**config.mk**
```make
export PLATFORM = sky130hd
export DESIGN_NAME = freq_bcd_conv
export DESIGN_NICKNAME = d
export VERILOG_FILES = /design/src/rtl/freq_bcd_conv.sv
export SDC_FILE = /design/constraint.sdc
export NUM_CORES = 1
export LEC_CHECK = 0
export ABC_CLOCK_PERIOD_IN_PS = 6230
export CAP_MARGIN = 30
export CORE_MARGIN = 5
export CORE_UTILIZATION = 35
export CTS_CLUSTER_SIZE = 24
export DETAILED_ROUTE_END_ITERATION = 16
export PLACE_DENSITY = 0.64
export SKIP_LAST_GASP = 1
export SLEW_MARGIN = 30
export SYNTH_ARGS = -nofsm -noshare
export SYNTH_HDL_FRONTEND = slang
export SYNTH_SLANG_ARGS = --single-unit
```
**constraint.sdc**
```tcl
create_clock -name i_clk -period 6.23 [get_ports i_clk]
set_input_delay 0.9345 -clock i_clk [delete_from_list [all_inputs] [get_ports i_clk]]
set_output_delay 0.9345 -clock i_clk [all_outputs]
set_load 0.01 [all_outputs]
```
**src/rtl/freq_bcd_conv.sv**
```systemverilog
// freq_bcd_conv: serial double-dabble binary-to-BCD converter for a frequency counter display.
module freq_bcd_conv #(
  parameter int IN_WIDTH = 32,
  parameter int DIGITS   = 10
) (
  input  logic                  i_clk,
  input  logic                  i_rst,
  input  logic [IN_WIDTH-1:0]   i_count,
  input  logic                  i_count_valid,
  input  logic                  i_signal_detect,
  output logic [4*DIGITS-1:0]   o_bcd,
  output logic [DIGITS-1:0]     o_blank,
  output logic [3:0]            o_digits,
  output logic                  o_no_signal,
  output logic                  o_bcd_valid,
  output logic                  o_busy,
  output logic                  o_overrun
);
  localparam int CW = $clog2(IN_WIDTH + 1);
  typedef enum logic [1:0] {IDLE, SHIFT, DONE} state_t;
  state_t                state_q, state_d;
  logic [IN_WIDTH-1:0]   sr_q, sr_d;
  logic [4*DIGITS-1:0]   acc_q, acc_d, adj;
  logic [CW-1:0]         cnt_q, cnt_d;
  logic                  det_q, det_d;
  logic [4*DIGITS-1:0]   bcd_q, bcd_d;
  logic [DIGITS-1:0]     blank_q, blank_d, blank_c;
  logic [3:0]            digits_q, digits_d, msd;
  logic                  nosig_q, nosig_d;
  logic                  valid_q, valid_d;
  logic                  ovr_q, ovr_d;
  always_comb begin
    adj = '0;
    msd = '0;
    blank_c = '0;
    for (int d = 0; d < DIGITS; d++) begin
      adj[4*d+:4] = (acc_q[4*d+:4] >= 4'd5) ? acc_q[4*d+:4] + 4'd3 : acc_q[4*d+:4];
      if (acc_q[4*d+:4] != 4'd0) msd = 4'(d);
    end
    for (int d = 0; d < DIGITS; d++) blank_c[d] = 4'(d) > msd;
  end
  always_comb begin
    state_d  = state_q;
    sr_d     = sr_q;
    acc_d    = acc_q;
    cnt_d    = cnt_q;
    det_d    = det_q;
    bcd_d    = bcd_q;
    blank_d  = blank_q;
    digits_d = digits_q;
    nosig_d  = nosig_q;
    valid_d  = 1'b0;
    ovr_d    = i_count_valid && (state_q != IDLE);
    case (state_q)
      IDLE: if (i_count_valid) begin
        sr_d    = i_count;
        acc_d   = '0;
        det_d   = i_signal_detect;
        cnt_d   = CW'(IN_WIDTH);
        state_d = SHIFT;
      end
      SHIFT: begin
        {acc_d, sr_d} = {adj, sr_q} << 1;
        cnt_d         = cnt_q - 1'b1;
        state_d       = (cnt_q == CW'(1)) ? DONE : SHIFT;
      end
      DONE: begin
        bcd_d    = acc_q;
        blank_d  = blank_c;
        digits_d = msd + 4'd1;
        nosig_d  = !det_q;
        valid_d  = 1'b1;
        state_d  = IDLE;
      end
      default: state_d = IDLE;
    endcase
  end
  always_ff @(posedge i_clk or posedge i_rst) begin
    if (i_rst) begin
      state_q  <= IDLE;
      sr_q     <= '0;
      acc_q    <= '0;
      cnt_q    <= '0;
      det_q    <= 1'b0;
      bcd_q    <= '0;
      blank_q  <= {{(DIGITS-1){1'b1}}, 1'b0};
      digits_q <= 4'd1;
      nosig_q  <= 1'b1;
      valid_q  <= 1'b0;
      ovr_q    <= 1'b0;
    end else begin
      state_q  <= state_d;
      sr_q     <= sr_d;
      acc_q    <= acc_d;
      cnt_q    <= cnt_d;
      det_q    <= det_d;
      bcd_q    <= bcd_d;
      blank_q  <= blank_d;
      digits_q <= digits_d;
      nosig_q  <= nosig_d;
      valid_q  <= valid_d;
      ovr_q    <= ovr_d;
    end
  end
  assign o_bcd       = bcd_q;
  assign o_blank     = blank_q;
  assign o_digits    = digits_q;
  assign o_no_signal = nosig_q;
  assign o_bcd_valid = valid_q;
  assign o_busy      = state_q != IDLE;
  assign o_overrun   = ovr_q;
endmodule

```
==> flow_summary.ini, run 1 <==
[job]
max_cap_violations = 0

[power]
pwr-share-seq_pct = 36.4
share_clk_of_total_power_pct = 24.7
internal-power_w = 0.00270
power.switching_w = 0.00153
power_frac_comb_pct = 38.9
p_leak_nw = 3.64
areal_power_density_over_the_cells_nw_per_um2 = 507
p_sw_share_pct = 36.2
ir_drop_uv = 284

[logic_synthesis]
synth_nets = 733
main_combinational_cell_family_by_area_after_synthesis = compound AO/OA/AOI/OAI gates
synth_xor_area_share_pct = 1.60
synth_enable_flop_cells = 0
synth.yosys.warnings = 0
syn-mean-instance-area_um2 = 9.86
netlist_instances = 668
synth_mux_area_share_pct = 1.86
most_used_flip_flop_cell_after_synthesis = dfrtp_1
postSynthRegisterBits = 137
synth-compound-area-share_pct = 20.4
yosysSeqAreaShare_pct = 52.2
synth.cell_area_um2 = 6590
synth_adder_area_share_pct = 5.51
synthArstFlopShare_pct = 100
synth.distinct_cells = 47
synth_simple_gate_area_share_pct = 14.5

[sta]
fin_setup_tns_ns = 0
slew_limit_fails = 0
max-slew-margin-rel_pct = 44.0
final.setup.worst_slack_ns = 3.20
timing_hold_violations_final = 0
fin_worst_skew_ns = 0.00913
final_min_period_over_clock_period_pct = 48.7
grt_setup_unrepaired = false
setup_viols_final = 0
tightestPinTransition_ns = 0.840
hold_ws_ns = 0.437
max_freq_mhz = 330
layout_min_cycle_time_ns = 3.03

[hold_path]
holdCritPathClass = flip-flop to flip-flop

[setup_path]
max_incr_delay_on_cp_ns = 0.53
cp_data_arrival_time_ns = 2.10
cp_num_buf_inv = 3
timing.setup.critical_path_class = flip-flop to primary output
crit_slowest_cell = clkdlybuf4s50_1
critPathLaunchType = flip-flop
worst_path_dominant_cell_family = buffers and inverters
endpoint_kind = primary output
cp_data_required_time_ns = 5.30
worstPathCellList = buf_4 -> nor2_1 -> inv_1 -> clkdlybuf4s50_1
critical_path_peak_fanout = 35

[route]
wire_per_inst_um = 15.9
detailedRoute.firstIterationViolations = 305
final_antenna_net_count = 0
via_per_inst = 5.17
via_count = 5137
drt-pass1-iter-count = 5
number_of_design_rule_violations_left_after_detail_routing = 0
totalWireLength_um = 15800

[die]
io-pin-count = 94
core_area_um2 = 18600
floorplan_die_height_um = 147
dieArea_um2 = 21700
floorplan.initialDensity_pct = 35.3
chipWidth_um = 147
placement_row_count = 50

[clock_network]
cts_tree = built
tritoncts_buffer_count = 17
clock_tree.htree_level_count = 4
cts_resized = 0
clock_path_buffers = 2
worstSkewPairLatency_ns = 0.42
cts.clk_slew.worst_paths_ns = 0.06
post_cts_buffers = 0
cts_hold_buffers = 0
clock-root-buffer = clkbuf_16
clkSinkCount = 137

[cells_and_area]
total_inserted_antenna_cells = 0
final_layout_size_suffix_gt1_share_pct = 8.04
nNetsFinal = 811
area.growth.synth_to_final_pct = 26.5

[status]
run_status = complete, no violations

[grt]
antenna_found_initial = 0
grt_overflow_total = 0
grt_pass1_wl_um = 26500
global_route.usage.total_pct = 14.9
grt_start_max_net_pins = 93
first_global_vias = 5076

[place]
routabilityCongestion = 0.763
place_ws_ns = 3.40
numPortBuffers = 92
detailedPlacementHpwl_um = 10100
## state kept, by name, summed over array words and instances, names as in the netlist
register,flops
o_bcd,40
o_overrun,1
o_no_signal,1
o_bcd_valid,1
o_digits,4
acc_q,40
state_q,2
o_blank,9
cnt_q,6
sr_q,32
det_q,1
## metrics by stage
stage | utilization (%) | cell area (µm²) | total power (W) | cells
floorplan | - | 6590 | 0.00258 | 668
global placement | 41.4 | 7720 | 0.00316 | 961
detailed placement | 41.4 | 7720 | 0.00320 | 961
CTS | 44.7 | 8340 | 0.00426 | 993
global route | 44.7 | 8340 | 0.00454 | 993
finish | 44.7 | 8340 | 0.00422 | 993
## logic make-up (layout without fill, tap and decap cells)
logic type	after synthesis	after routing
fa+ha+maj	29	29
buf+inv	66	157
other cells	1	1
flops	137	137
mux	12	12
compound gates	218	218
xor+xnor	12	12
simple gates	193	193
## cells in the final DEF (no fill, tap or decap), types with 3 or more instances in the layout
cell type | synthesis | layout
a21oi_1 | 53 | 53
dfstp_2 | 11 | 11
or3b_1 | 4 | 4
a22o_1 | 10 | 10
nand2_1 | 108 | 108
ha_1 | 29 | 29
a32o_1 | 10 | 10
nor3b_1 | 13 | 13
nand2b_1 | 13 | 12
xnor2_1 | 10 | 10
inv_6 | 0 | 4
o21ai_0 | 72 | 72
nor2_1 | 7 | 7
bufinv_16 | 0 | 3
o22ai_1 | 19 | 19
clkinvlp_4 | 0 | 5
nor2b_1 | 33 | 31
o31ai_1 | 10 | 10
buf_4 | 1 | 8
clkdlybuf4s50_1 | 0 | 92
inv_1 | 24 | 23
mux2i_1 | 10 | 10
clkbuf_16 | 0 | 17
dfrtp_1 | 126 | 126
a22oi_1 | 31 | 31
nand3_1 | 3 | 3
## power groups by stage
stage | clock network [W] | logic, W | registers [W]
2_1_floorplan | 0 | 0.00105 | 0.00154
3_3_place_gp | 0 | 0.00162 | 0.00154
3_5_place_dp | 0 | 0.00166 | 0.00155
4_1_cts | 0.00106 | 0.00167 | 0.00153
5_1_grt | 0.00110 | 0.00186 | 0.00159
6_report | 0.00104 | 0.00164 | 0.00154
## synth_stat cells, types with 4 or more instances
| cell | count | share of area [%] |
|---|---|---|
| a22o_1 | 10 | 1.3 |
| a32o_1 | 10 | 1.5 |
| o21ai_0 | 72 | 5.5 |
| o22ai_1 | 19 | 1.8 |
| ha_1 | 29 | 5.5 |
| nor3b_1 | 13 | 1.5 |
| dfstp_2 | 11 | 4.4 |
| or3b_1 | 4 | 0.53 |
| clkbuf_1 | 38 | 2.2 |
| inv_1 | 24 | 1.4 |
| nand2_1 | 108 | 6.2 |
| a22oi_1 | 31 | 3.5 |
| nand2b_1 | 13 | 1.2 |
| xnor2_1 | 10 | 1.3 |
| o31ai_1 | 10 | 1.1 |
| nor2b_1 | 33 | 3.1 |
| dfrtp_1 | 126 | 48 |
| mux2i_1 | 10 | 1.5 |
| nor2_1 | 7 | 0.40 |
| a21oi_1 | 53 | 4.0 |
## metal layers
metal / GRT usage [%] / wire (µm)
met1: 21.0 / 7770
met2: 23.0 / 7160
met3: 3.55 / 630
met4: 4.43 / 204
met5: 0 / 0
## area by class of cell
cell class	instances	area [µm²]
multi-input cells	465	2910
fillers	1793	10300
inverters	25	98.8
flip-flops and latches	137	3440
clock buffers	19	443
clock inverters	13	168
well taps	234	293
repair buffers	100	981
## final timing paths
kind	endpoint	startpoint	slack (ns)	cells after the start
max	o_busy	state_q[1]	3.20	4
min	o_no_signal	det_q	0.44	1
max reg2reg	o_digits[2]	acc_q[20]	3.57	9
min reg2reg	o_no_signal	det_q	0.44	1
max in group asynchronous	cnt_q[1]	i_rst	4.03	3
min in group asynchronous	o_bcd[28]	i_rst	1.07	2
No activity file was read; power rests on OpenSTA's default activity.
==> inputs of run 2 (changes only) <==
ABC_CLOCK_PERIOD_IN_PS = 3110   (was 6230)
clock period = 3.11 ns   (was 6.23 ns; I/O delays follow)
==> flow_summary.ini, run 2 (synthesis results as in run 1) <==
[clock_network]
clock-root-buffer = clkbuf_16
cts_hold_buffers = 0
clock_path_buffers = 2
tritoncts_buffer_count = 17
cts.clk_slew.worst_paths_ns = 0.06
worstSkewPairLatency_ns = 0.42
cts_resized = 0
post_cts_buffers = 0
clock_tree.htree_level_count = 4
clkSinkCount = 137
cts_tree = built

[setup_path]
timing.setup.critical_path_class = flip-flop to flip-flop
critical_path_peak_fanout = 5
cp_num_buf_inv = 1
crit_slowest_cell = dfrtp_1
cp_data_arrival_time_ns = 3.01
max_incr_delay_on_cp_ns = 0.39
worstRegToRegCells = 9
worst_r2r_endpoint = o_digits[2]
critPathLaunchType = flip-flop
endpoint_kind = flip-flop
regToRegStartpoint = acc_q[20]
worst-r2r-setup-slack_ns = 0.44
worst_path_dominant_cell_family = compound AO/OA/AOI/OAI gates
worstPathCellList = inv_1 -> ha_1 -> nor3b_1 -> o311ai_0 -> a21o_1 -> a21o_1 -> ha_1 -> or3_1 -> a31oi_1
cp_data_required_time_ns = 3.45

[sta]
slew_limit_fails = 0
tightestPinTransition_ns = 0.712
final_min_period_over_clock_period_pct = 85.9
layout_min_cycle_time_ns = 2.67
fin_setup_tns_ns = 0
max_freq_mhz = 375
fin_worst_skew_ns = 0.00809
max-slew-margin-rel_pct = 52.5
setup_viols_final = 0
timing_hold_violations_final = 0
grt_setup_unrepaired = false

[grt]
global_route.usage.total_pct = 14.6
grt_start_max_net_pins = 78
grt_pass1_wl_um = 25900
antenna_found_initial = 0
grt_overflow_total = 0
first_global_vias = 5011

[power]
p_sw_share_pct = 35.8
power_frac_comb_pct = 38.9
power.switching_w = 0.00306
ir_drop_uv = 481
share_clk_of_total_power_pct = 25.1
areal_power_density_over_the_cells_nw_per_um2 = 1010
internal-power_w = 0.00549
pwr-share-seq_pct = 36.1
p_leak_nw = 3.69

[die]
chipWidth_um = 147
core_area_um2 = 18600
io-pin-count = 94
floorplan_die_height_um = 147
placement_row_count = 50
floorplan.initialDensity_pct = 35.3
dieArea_um2 = 21700

[route]
via_count = 5159
wire_per_inst_um = 15.7
totalWireLength_um = 15700
detailedRoute.firstIterationViolations = 269
via_per_inst = 5.15
final_antenna_net_count = 0
drt-pass1-iter-count = 4
number_of_design_rule_violations_left_after_detail_routing = 0

[cells_and_area]
seqCellArea_um2 = 3440
mostFrequentLayoutCell = dfrtp_1
fillers = 1816
instances_no_fill = 1002
nNetsFinal = 820
area.growth.synth_to_final_pct = 28.0
final_layout_size_suffix_gt1_share_pct = 8.85
total_inserted_antenna_cells = 0
multiInputGateArea_um2 = 2910
final_cell_mix = dfrtp_1 (126), nand2_1 (108), clkdlybuf4s50_1 (92)

[place]
routabilityCongestion = 0.801
numPortBuffers = 92
post-place-cells = 970
detailedPlacementHpwl_um = 10400

[job]
max_cap_violations = 0

[status]
run_status = complete, no violations

[hold_path]
holdCritPathClass = input port to asynchronous set/reset pin
[run 2: changes by cell type in the layout (fill, tap and decap cells not counted)]
cell | before | now
o21bai_1 | 0 | 1
o21bai_2 | 1 | 0
clkinv_2 | 1 | 2
clkinv_1 | 0 | 1
clkbuf_8 | 1 | 0
buf_12 | 0 | 2
buf_4 | 8 | 15
bufinv_16 | 3 | 4
inv_2 | 1 | 0
inv_6 | 4 | 3
[run 2: layer usage]
metal / part of all wire (%) / vias to the layer above / track usage, %
li1: - / 2534 / -
met1: 49 / 2502 / 20.0
met2: 45 / 107 / 22.9
met3: 4.3 / 16 / 3.55
met4: 1.3 / 0 / 4.80
met5: 0 / - / 0
[run 2: metrics by stage]
step / power, W / worst slack [ns] / cell area, µm² / hold slack [ns] / util, %
final: 0.00855 / 0.440 / 8440 / 0.369 / 45.3
after global placement: 0.00637 / 0.581 / 7810 / 0.411 / 41.9
after floorplan: 0.00517 / 0.737 / 6590 / 0.400 / -
after CTS: 0.00864 / 0.468 / 8440 / 0.364 / 45.3
after global routing: 0.00919 / 0.301 / 8440 / 0.383 / 45.3
after detailed placement: 0.00645 / 0.491 / 7810 / 0.420 / 41.9
[run 2: worst max-delay path by stage]
stage | cells past startpoint | to | slack, ns | from
final | 9 | o_digits[2] | 0.44 | acc_q[20]
after global routing | 9 | o_digits[2] | 0.30 | acc_q[20]
after CTS | 9 | o_digits[2] | 0.47 | acc_q[20]
after detailed placement | 9 | o_digits[2] | 0.49 | acc_q[20]
after global placement | 9 | o_digits[2] | 0.58 | acc_q[20]
after floorplan | 9 | o_digits[2] | 0.74 | acc_q[20]
[run 2: area by class of cell]
| cell class | count | area share, % |
|---|---|---|
| sequential | 137 | 40.8 |
| multi-input combinational | 465 | 34.5 |
| timing repair buffer | 109 | 12.7 |
| clock buffer | 18 | 5.09 |
| tap | 234 | 3.47 |
| clock inverter | 14 | 2.31 |
| inverter | 25 | 1.16 |
[run 2: power by group through the flow]
| stage | sequential, W | clock, W | combinational (W) |
|---|---|---|---|
| after floorplan | 0.00308 | 0 | 0.00209 |
| after global placement | 0.00310 | 0 | 0.00327 |
| after detailed placement | 0.00311 | 0 | 0.00334 |
| after CTS | 0.00309 | 0.00219 | 0.00337 |
| after global routing | 0.00319 | 0.00227 | 0.00374 |
| final | 0.00309 | 0.00214 | 0.00332 |
[run 2: worst reg2reg max path: stages (launching register included)]
cell and delay [ns]:
dfrtp_1 0.39, inv_1 0.13, ha_1 0.24, nor3b_1 0.39, o311ai_0 0.22, a21o_1 0.25
a21o_1 0.19, ha_1 0.24, or3_1 0.37, a31oi_1 0.16
==> inputs of run 3 (changes only) <==
DONT_BUFFER_PORTS = 1   (was unset)
PLACE_DENSITY = 0.58   (was 0.64)
==> flow_summary.ini, run 3 (synthesis results as in run 1) <==
[place]
numPortBuffers = 0
routabilityCongestion = 0.797
detailedPlacementHpwl_um = 10900

[setup_path]
worst_r2r_endpoint = o_digits[2]
cp_data_arrival_time_ns = 3.02
crit_path_start = acc_q[20]
cp-endpoint = o_digits[2]
timing.setup.critical_path_class = flip-flop to flip-flop
critPathLaunchType = flip-flop
worstRegToRegCells = 9
cp_data_required_time_ns = 3.44
worst-r2r-setup-slack_ns = 0.42
critical_path_peak_fanout = 5
endpoint_kind = flip-flop
regToRegStartpoint = acc_q[20]

[sta]
max-slew-margin-rel_pct = 47.6
max_freq_mhz = 372
grt_setup_unrepaired = false
final_min_period_over_clock_period_pct = 86.5
timing_hold_violations_final = 1
layout_min_cycle_time_ns = 2.69
hold_ws_ns = -0.000844
fin_worst_skew_ns = 0.00823
setup_viols_final = 0
fin_setup_tns_ns = 0
slew_limit_fails = 0
tightestPinTransition_ns = 0.786

[grt]
first_global_vias = 4860
groute.layer.met1.usage_pct = 18.9
use_met3_pct = 5.37
global_route.usage.total_pct = 14.9
grt_overflow_total = 0
antenna_found_initial = 0
grt_start_max_net_pins = 64
gr_busiest_metal = met2
grt_util_met2_pct = 23.7
grt_pass1_wl_um = 25900

[die]
floorplan_die_height_um = 147
dieArea_um2 = 21700
placement_row_count = 50
io-pin-count = 94
floorplan.initialDensity_pct = 35.3
core_area_um2 = 18600
chipWidth_um = 147

[clock_network]
cts.clk_slew.worst_paths_ns = 0.06
clock_tree.htree_level_count = 4
worstSkewPairLatency_ns = 0.42
tritoncts_buffer_count = 17
cts_resized = 0
cts_tree = built
clock_path_buffers = 2
cts_hold_buffers = 0
clock-root-buffer = clkbuf_16
clkSinkCount = 137
post_cts_buffers = 0

[cells_and_area]
fillers = 1816
mostFrequentLayoutCell = dfrtp_1
final_core_utilization_pct = 40.1
final_cell_mix = dfrtp_1 (126), nand2_1 (108), o21ai_0 (72)
nNetsFinal = 726
final_layout_size_suffix_gt1_share_pct = 9.64
area.growth.synth_to_final_pct = 13.4

[route]
via_per_inst = 5.42
totalWireLength_um = 15900
wire_per_inst_um = 17.5
detailedRoute.firstIterationViolations = 305
number_of_design_rule_violations_left_after_detail_routing = 0
drt-pass1-iter-count = 5
final_antenna_net_count = 0
via_count = 4926

[power]
power_frac_comb_pct = 32.6
power.switching_w = 0.00299
p_sw_share_pct = 37.5
pwr-share-seq_pct = 41.4
p_leak_nw = 3.33
internal-power_w = 0.00497
share_clk_of_total_power_pct = 26.0
areal_power_density_over_the_cells_nw_per_um2 = 1070
report.power.total_w = 0.00796
ir_drop_uv = 410

[hold_path]
holdCritPathClass = input port to asynchronous set/reset pin

[status]
violations = hold timing
run_status = finished, violations left

[job]
max_cap_violations = 0
run 3: how the worst min path moves through the flow:
stage                      from          end  slack [ns]  cells after the start
final                     i_rst        det_q     -0.0008                      1
after global routing      i_rst        det_q        0.03                      1
after CTS                 i_rst        det_q       0.002                      1
after detailed placement  det_q  o_no_signal        0.43                      1
after global placement    det_q  o_no_signal        0.43                      1
after floorplan           det_q  o_no_signal        0.40                      1
run 3: layer usage:
metal / wire [µm] / share of wire (%) / vias up
li1: - / - / 2338
met3: 1040 / 6.6 / 16
met5: 0 / 0 / -
met2: 7570 / 48 / 129
met1: 7060 / 44 / 2443
met4: 230 / 1.4 / 0
run 3: stage by stage:
stage | area (µm²) | setup slack (ns) | hold slack (ns) | instances
final | 7470 | 0.418 | -0.000844 | 909
after global routing | 7470 | 0.180 | 0.0266 | 908
after CTS | 7470 | 0.407 | 0.00188 | 908
after detailed placement | 6860 | 0.435 | 0.428 | 876
after global placement | 6860 | 0.557 | 0.425 | 876
after floorplan | 6590 | 0.737 | 0.400 | 668
run 3: area by class of cell:
cell class              count  area, µm²  area share (%)
diodes                      1       2.50          0.0335
flip-flops and latches    137       3440            46.1
clock buffers              21        460            6.16
multi-input cells         465       2910            38.9
inverters                  25       97.6            1.31
repair buffers             15        125            1.67
clock inverters            11        146            1.96
well taps                 234        293            3.92
run 3: power groups by stage:
stage	Sequential, W	Combinational (W)	Clock, W
global placement	0.00329	0.00250	0
detailed placement	0.00333	0.00261	0
CTS	0.00331	0.00263	0.00211
floorplan	0.00308	0.00209	0
finish	0.00330	0.00259	0.00207
global route	0.00340	0.00295	0.00220
run 3: critical path, stage by stage (launching register included):
cell      delay, ns
dfrtp_1        0.40
inv_1          0.14
ha_1           0.23
nor3b_1        0.39
o311ai_0       0.21
a21o_1         0.25
a21o_1         0.20
ha_1           0.24
or3_1          0.38
a31oi_1        0.17
